### config.mk
export PLATFORM = sky130hd
export DESIGN_NAME = uart_rx
export DESIGN_NICKNAME = d
export VERILOG_FILES = /design/src/rtl/uart_rx_pkg.sv /design/src/rtl/uart_rx_sync.sv /design/src/rtl/uart_rx.sv
export SDC_FILE = /design/constraint.sdc
export NUM_CORES = 1
export LEC_CHECK = 0
export CORE_AREA = 2 2 72 74
export CTS_CLUSTER_SIZE = 10
export DETAILED_ROUTE_END_ITERATION = 16
export DIE_AREA = 0 0 74 76
export DONT_BUFFER_PORTS = 1
export SYNTH_ARGS = -nofsm -noshare
export SYNTH_HDL_FRONTEND = slang
export SYNTH_HIERARCHICAL = 1
export SYNTH_SLANG_ARGS = --single-unit
### constraint.sdc
create_clock -name clk -period 5 [get_ports clk]
set_input_delay 1 -clock clk [delete_from_list [all_inputs] [get_ports clk]]
set_output_delay 1 -clock clk [all_outputs]
set_load 0.01 [all_outputs]
### src/rtl/uart_rx_pkg.sv
// Shared definitions for the UART receive path: state encoding, frame and counter widths,
// and the parity helper.
package uart_rx_pkg;

    localparam int DATA_W = 8;
    localparam int CNT_W  = 13;

    typedef enum logic [2:0] {
        ST_IDLE   = 3'd0,
        ST_START  = 3'd1,
        ST_DATA   = 3'd2,
        ST_PARITY = 3'd3,
        ST_STOP   = 3'd4
    } state_e;

    // Expected parity bit for a data byte: even parity when odd == 0.
    function automatic logic parity_bit(input logic [DATA_W-1:0] data, input logic odd);
        return (^data) ^ odd;
    endfunction

endpackage

### src/rtl/uart_rx_sync.sv
// Two-stage synchronizer for the asynchronous RX line.
// Both stages reset to the idle-high level.
module uart_rx_sync (
    input  logic clk,
    input  logic rst,
    input  logic rx_i,
    output logic rx_s_o
);

    logic meta_q;
    logic sync_q;

    // Two flops in series; only the second stage feeds the receiver.
    always_ff @(posedge clk) begin
        if (rst) begin
            meta_q <= 1'b1;
            sync_q <= 1'b1;
        end else begin
            meta_q <= rx_i;
            sync_q <= meta_q;
        end
    end

    assign rx_s_o = sync_q;

endmodule

### src/rtl/uart_rx.sv
// UART receiver: 1 start, 8 data (LSB first), optional parity, 1 stop; one-entry output buffer.
// Parity support is compiled in with the UART_RX_PARITY_EN macro.
module uart_rx
    import uart_rx_pkg::*;
#(
    parameter int BAUD       = 5207,
    parameter bit PARITY_ODD = 1'b0
) (
    input  logic              clk,
    input  logic              rst,
    input  logic              rx,
    output logic [DATA_W-1:0] rx_data,
    output logic              rx_valid,
    input  logic              rx_ready,
    output logic              rx_busy,
    output logic              frame_err,
    output logic              parity_err,
    output logic              overrun
);

    localparam logic [CNT_W-1:0] BAUD_C = CNT_W'(BAUD);
    localparam logic [CNT_W-1:0] HALF_C = CNT_W'(BAUD / 2);
`ifdef UART_RX_PARITY_EN
    localparam state_e AFTER_DATA = ST_PARITY;
`else
    localparam state_e AFTER_DATA = ST_STOP;
`endif

    logic              rx_s;
    state_e            state_q;
    logic [CNT_W-1:0]  cnt_q;
    logic [2:0]        idx_q;
    logic [DATA_W-1:0] shift_q;
    logic              par_bad_q;
    logic [DATA_W-1:0] data_q;
    logic              valid_q;
    logic              busy_q;
    logic              fe_q;
    logic              pe_q;
    logic              ov_q;

    uart_rx_sync u_sync (
        .clk    (clk),
        .rst    (rst),
        .rx_i   (rx),
        .rx_s_o (rx_s)
    );

    // Frame FSM, bit timing, output buffer and status pulses.
    always_ff @(posedge clk) begin
        if (rst) begin
            state_q   <= ST_IDLE;
            cnt_q     <= '0;
            idx_q     <= 3'd0;
            shift_q   <= 8'h00;
            par_bad_q <= 1'b0;
            data_q    <= 8'h00;
            valid_q   <= 1'b0;
            busy_q    <= 1'b0;
            fe_q      <= 1'b0;
            pe_q      <= 1'b0;
            ov_q      <= 1'b0;
        end else begin
            fe_q <= 1'b0;
            pe_q <= 1'b0;
            ov_q <= 1'b0;
            if (valid_q && rx_ready) begin
                valid_q <= 1'b0;
            end
            case (state_q)
                ST_IDLE: begin
                    cnt_q <= '0;
                    if (!rx_s) begin
                        state_q <= ST_START;
                        busy_q  <= 1'b1;
                    end
                end
                ST_START: begin
                    if (cnt_q == HALF_C) begin
                        cnt_q     <= '0;
                        idx_q     <= 3'd0;
                        par_bad_q <= 1'b0;
                        if (!rx_s) begin
                            state_q <= ST_DATA;
                        end else begin
                            // Line back high at mid-start: treat as a glitch.
                            state_q <= ST_IDLE;
                            busy_q  <= 1'b0;
                        end
                    end else begin
                        cnt_q <= cnt_q + 13'd1;
                    end
                end
                ST_DATA: begin
                    if (cnt_q == BAUD_C) begin
                        cnt_q          <= '0;
                        shift_q[idx_q] <= rx_s;
                        idx_q          <= idx_q + 3'd1;
                        if (idx_q == 3'd7) begin
                            state_q <= AFTER_DATA;
                        end
                    end else begin
                        cnt_q <= cnt_q + 13'd1;
                    end
                end
`ifdef UART_RX_PARITY_EN
                ST_PARITY: begin
                    if (cnt_q == BAUD_C) begin
                        cnt_q     <= '0;
                        par_bad_q <= (rx_s != parity_bit(shift_q, PARITY_ODD));
                        state_q   <= ST_STOP;
                    end else begin
                        cnt_q <= cnt_q + 13'd1;
                    end
                end
`endif
                ST_STOP: begin
                    if (cnt_q == BAUD_C) begin
                        // Return to IDLE on the sample edge so a back-to-back start is caught.
                        cnt_q   <= '0;
                        state_q <= ST_IDLE;
                        busy_q  <= 1'b0;
                        if (!rx_s) begin
                            fe_q <= 1'b1;
                        end else if (par_bad_q) begin
                            pe_q <= 1'b1;
                        end else if (!valid_q || rx_ready) begin
                            data_q  <= shift_q;
                            valid_q <= 1'b1;
                        end else begin
                            ov_q <= 1'b1;
                        end
                    end else begin
                        cnt_q <= cnt_q + 13'd1;
                    end
                end
                default: begin
                    state_q <= ST_IDLE;
                    cnt_q   <= '0;
                    busy_q  <= 1'b0;
                end
            endcase
        end
    end

    assign rx_data   = data_q;
    assign rx_valid  = valid_q;
    assign rx_busy   = busy_q;
    assign frame_err = fe_q;
    assign overrun   = ov_q;

`ifdef UART_RX_PARITY_EN
    assign parity_err = pe_q;
`else
    logic unused_parity_s;
    assign parity_err      = 1'b0;
    assign unused_parity_s = pe_q ^ PARITY_ODD;
`endif

endmodule

# After elaboration in Yosys (flattened, before gate mapping)
# Cells that the tools add are included.
# Widths: inputs -> output; s select.
[classes] mux=28 order_cmp=2 add_sub_neg=2 n_eq_ne=12 bitwise=4 n_reduce_logical=14
[op_table] op="$mux 13" n=2
[op_table] op="$pmux 13 s2" n=1
[op_table] op="$mux 3" n=7
[op_table] op="$add 13x1->13 const B" n=1
[op_table] op="$eq 13x12->1 const B" n=1
[op_table] op="$eq 13x13->1 const B" n=1
[op_table] op="$mux 1" n=12
[op_table] op="$pmux 3 s4" n=1
[op_table] op="$ne 2x2->1 const B" n=5
[op_table] op="$reduce_and 5->1" n=2
[op_table] op="$bwmux 8" n=1
[op_table] op="$eq 3x3->1 const B" n=2
[op_table] op="$pmux 3 s2" n=1
[op_table] op="$lt 3x4->1 const B" n=1
[op_table] op="$not 1->1" n=4
[op_table] op="$pmux 1 s4" n=1
[op_table] op="$reduce_and 4->1" n=1
[op_table] op="$reduce_or 4->1" n=1
[op_table] op="$add 3x1->3 const B" n=1
[op_table] op="$demux 1 s3" n=1
[op_table] op="$eq 3x1->1 const B" n=1
[op_table] op="$eq 3x2->1 const B" n=1
[op_table] op="$ge 3x1->1 const B" n=1
[op_table] op="$logic_not 3->1" n=1
[op_table] op="other kinds (10)" n=11
[word_totals] reg_bits=41 inputBits=4

# Depth between registers and ports, before layout
[logic_depth] ltp_word=6 mapped_depth=7

# Modules after synthesis
# Netlist, hierarchy kept.
[modules_own_cells] mod="uart_rx" cells_per_inst=214 seq_area_each_um2=780.7 area_each_um2=1840.5 n_inst=1
[modules_own_cells] mod="uart_rx_sync" cells_per_inst=4 seq_area_each_um2=40.0 area_each_um2=52.6 n_inst=1

# Worst setup path after synthesis
# Ideal clock, no wire load.
[synth_timing] path_kind="register -> register" startpoint="register cnt_q[0]" endpoint="register cnt_q[10]" arrival_ps=1999 required_ps=4868 slack_ps=2869 stages_incl_launch_ff=7 path_cell_list="dfxtp_1 ha_1 or3b_1 or4_4 a32oi_1 buf_4 nor3_1"
[synth_via] elab_chain_cells=3 elab_cells_between_ends=6 classes_between="1 x add/sub; 2 x eq/ne; 3 x mux"
[synth_lines] element="from (decl)" line_no="uart_rx.sv:31" source="logic [CNT_W-1:0] cnt_q;"
[synth_lines] element="from (signal assigned)" line_no="uart_rx.sv:91" source="cnt_q <= cnt_q + 13'd1;"
[synth_lines] element="from (signal assigned)" line_no="uart_rx.sv:103" source="cnt_q <= cnt_q + 13'd1;"
[synth_lines] element="from (signal assigned)" line_no="uart_rx.sv:134" source="cnt_q <= cnt_q + 13'd1;"
[synth_lines] element="$add 13x1->13, or another cell as far along" line_no="uart_rx.sv:91, uart_rx.sv:103, uart_rx.sv:134"
[synth_lines] element="$mux 13, on equally long branches" line_no="uart_rx.sv:95, uart_rx.sv:118, uart_rx.sv:79"
[synth_lines] element="$pmux 13 s2 (*)" line_no="uart_rx.sv:70" source="case (state_q)"
# Mark *: on every way between the ends. The rest lies on a longest branch, timed or not.
# A chain may end at the register's enable or synchronous reset.

# Final worst setup path
[layout_timing] startpoint="register cnt_q[0]" endpoint="register cnt_q[6]"
# The elaborated chain is that of the path after synthesis.

==> metrics.md <==
| Metric | Value |
|---|---|
| Vias per cell | ~5.3 |
| Leak | ~0.63 nW |
| Final Cycle Share | 0.572 |
| Slew HR | 0.290 |
| Worst R2R Start | cnt_q[0] |
| Critical Path RT | a little over 5000 ps |
| I/O pins | 17 |
| Xor and xnor area share after synthesis | 0.0463 |
| Yosys top cell by area | dfxtp_1 |
| Register area share after synthesis | 0.434 |
| Final setup vio count | 0 |
| Clock Path Buffers | 2 |
| Synth Area in Simple Gates | 0.284 |
| Post-synthesis compound-gate area fraction | 0.145 |
| RSZ-0062 raised after global routing | false |
| Yosys warns | 6 |
| Final Wtd Congestion | approximately 0.73 |
| Synthesized Nets | ~230 |
| VDD IR max | 0.206 mV |
| Routed WL | ~3600 microns |
| Critical path class | flop to flop |
| Startpoint class of the critical path | flop |
| Avg Inst Size Synth | 8.68 sq um |
| Worst Hold Launch | u_sync/meta_q |
| Post-CTS Setup Inserts | 0 |
| Post-CTS Resized | 0 |
| Clk_lat worst skew | a little under 300 ps |
| Drt pass-1 iters | 4 |
| Worst r2r dst | cnt_q[6] |
| Drt drc | 0 |
| Commonest cells after routing, fill and taps aside | dfxtp_1 (41), nand3_1 (23), a21oi_1 (20) |
| Post-Synth Adder-Cell Area | 0.0251 |
| Fmax achieved | 350 MHz |
| Hold_buf cts | 0 |
| Endpoint, Worst Hold | u_sync/rx_s_o |
| WL per Instance | 12.9 microns |
| Root Buffer | clkbuf_8 |
| CP max stage cell | a32oi_1 |
| Share of Yosys cell area claimed by the top area cell type | 0.434 |
| Clock slew at reported path FFs | ~80 ps |
| FF-to-FF path depth | 5 |
| Vias in the first global route | approximately 1,400 |
| Site row count | 26 |
| Core footprint | just under 0.005 sq mm |
| Area growth from synthesis to layout | 7.07% |
| Initial antenna violation count | 0 |
| Die ar. | between 0.005 and 0.006 sq mm |
| Cells after synthesis | between 200 and 250 |
| Sink Count | around 40 |
| CTS tree | yes |
| Post-DP HPWL | roughly 2300 microns |
| WP buf/inv | 0 |
| Grt total ovfl | 0 |
| Status | complete, no violations |
| Antenna Cells | 0 |
| Largest net degree at the start of global routing | 40 |
| Hold/Removal Path Class | flop to flop |
| Net count reported at finish | 216 |
| Final hold vios | 0 |
| Reg2reg setup slack | between 2000 and 2500 ps |
| Critical path, cell by cell | ha_1, or3b_1, or4_4, a32oi_1, nor3_1 |
| Total global-route track usage | 0.143 |
| Fin util | 0.413 |
| Worst setup EP type | flop |
| Setup TNS | 0 ps |
| Tmin final | approximately 2900 ps |
| CP Depth | 5 |
| Die Y | 76 microns |
| Synth cell types | 45 |
| Starting Density | 0.385 |
| Max-cap viol count | 0 |
| Delay-heaviest family, CP | simple AND/OR/NAND/NOR gates |
| Data arrival, critical path | between 2000 and 3000 ps |
| Die W | around 74 microns |
| Mapped Area | 0.00189 sq mm |
| Pwr per Cell Area | 308 mW/mm^2 |
| Port Buffer Count | 0 |
| Layout Skew | ~15 ps |
| Iter 0 DRT Violations | around 110 |
| Synth area leaders | dfxtp_1 (43%), nand3_1 (6.1%), a21oi_1 (5.3%) |
| Final Max Slew Viols | 0 |
| First-pass GRT wire length | ~6500 microns |
| Most common cell after layout, fill and taps aside | dfxtp_1 |
| Remaining antenna violation count after routing | 0 |
| Post-synthesis mux area share | 0.0106 |
| Yosys reg bits | 41 |
| Hold path depth | 1 |
| Proportion of layout cells with a drive suffix above 1 | 0.0571 |
| Worst-margin pin slew | roughly 1100 ps |
| Highest cell delay on the worst timing path | 930 ps |
| Crit Path Max Fanout | 31 |
| TritonCTS buffer count | 5 |
| Routed via count | 1,472 |
| H-tree depth | 2 |
| Largest family of logic cells by synthesized area | simple AND/OR/NAND/NOR gates |
[through the flow]
stage               cells  worst slack (ps)  hold WS (ps)  total power (W)  area [sq um]
floorplan             218              2870           383         0.000354          1890
global placement      272              2130           385         0.000351          1910
detailed placement    272              2120           394         0.000352          1910
CTS                   280              2110           411         0.000629          2030
global route          280              1880           437         0.000647          2030
finish                280              2140           406         0.000623          2030
[cells in the mapped netlist (all sizes together)]
master / count
and4: 3
buf: 5
o22a: 1
or2: 2
a21boi: 1
nor2b: 1
ha: 3
or4: 1
nand3: 23
nand2: 8
o41ai: 1
dfxtp: 41
a21oi: 20
a311oi: 1
xor2: 9
mux2i: 2
nand3b: 2
conb: 1
and3: 1
nand4b: 3
nor4: 5
nor3b: 4
and2: 1
or3: 9
a32oi: 1
nor2: 5
o21ai: 18
nor3: 11
or4b: 1
o21a: 1
a31o: 1
maj3: 1
or3b: 2
inv: 5
o2111a: 1
nor4bb: 1
nand4: 4
a211oi: 2
nand4bb: 1
xnor2: 1
nand2b: 2
clkbuf: 12
[kinds of logic after synthesis]
logic type      after synthesis
buf+inv                      22
mux                           2
other cells                   1
flops                        41
xor+xnor                     10
simple gates                 90
compound gates               48
fa+ha+maj                     4
[flip-flops by register name, indices dropped and copies added, names as in the netlist]
| signal | flops |
|---|---|
| rx_valid | 1 |
| rx_data | 8 |
| shift_q | 8 |
| u_sync/meta_q | 1 |
| cnt_q | 13 |
| overrun | 1 |
| idx_q | 3 |
| frame_err | 1 |
| state_q | 3 |
| u_sync/rx_s_o | 1 |
| rx_busy | 1 |
[metal layers]
metal	vias up	part of all wire	track usage
met5	-	0	0
met4	0	0.0080	0.0382
met3	4	0.029	0.0357
met2	17	0.48	0.239
met1	677	0.49	0.179
li1	774	-	-
[power by group]
group | leakage (nW) | total [W] | internal, W | switching, W
Combinational | 0.246 | 0.0000121 | 0.00000438 | 0.00000774
Clock | 0.0574 | 0.000280 | 0.000162 | 0.000117
Sequential | 0.331 | 0.000332 | 0.000329 | 0.00000304
[worst max path at each step]
stage / slack (ps) / to / startpoint
final: 2140 / cnt_q[6] / cnt_q[0]
after global routing: 1880 / cnt_q[6] / cnt_q[0]
after global placement: 2130 / cnt_q[4] / cnt_q[0]
after floorplan: 2870 / cnt_q[10] / cnt_q[0]
after detailed placement: 2120 / cnt_q[6] / cnt_q[0]
after CTS: 2110 / cnt_q[6] / cnt_q[0]
[final cells by class]
class | instances | area (sq um)
Tap cell | 70 | 87.6
Inverter | 5 | 18.8
Multi-Input combinational cell | 155 | 972
Clock inverter | 2 | 37.5
Clock buffer | 6 | 82.6
Timing Repair Buffer | 1 | 7.51
Fill cell | 478 | 2890
Sequential cell | 41 | 821
Power figures use the tool's default switching activity.
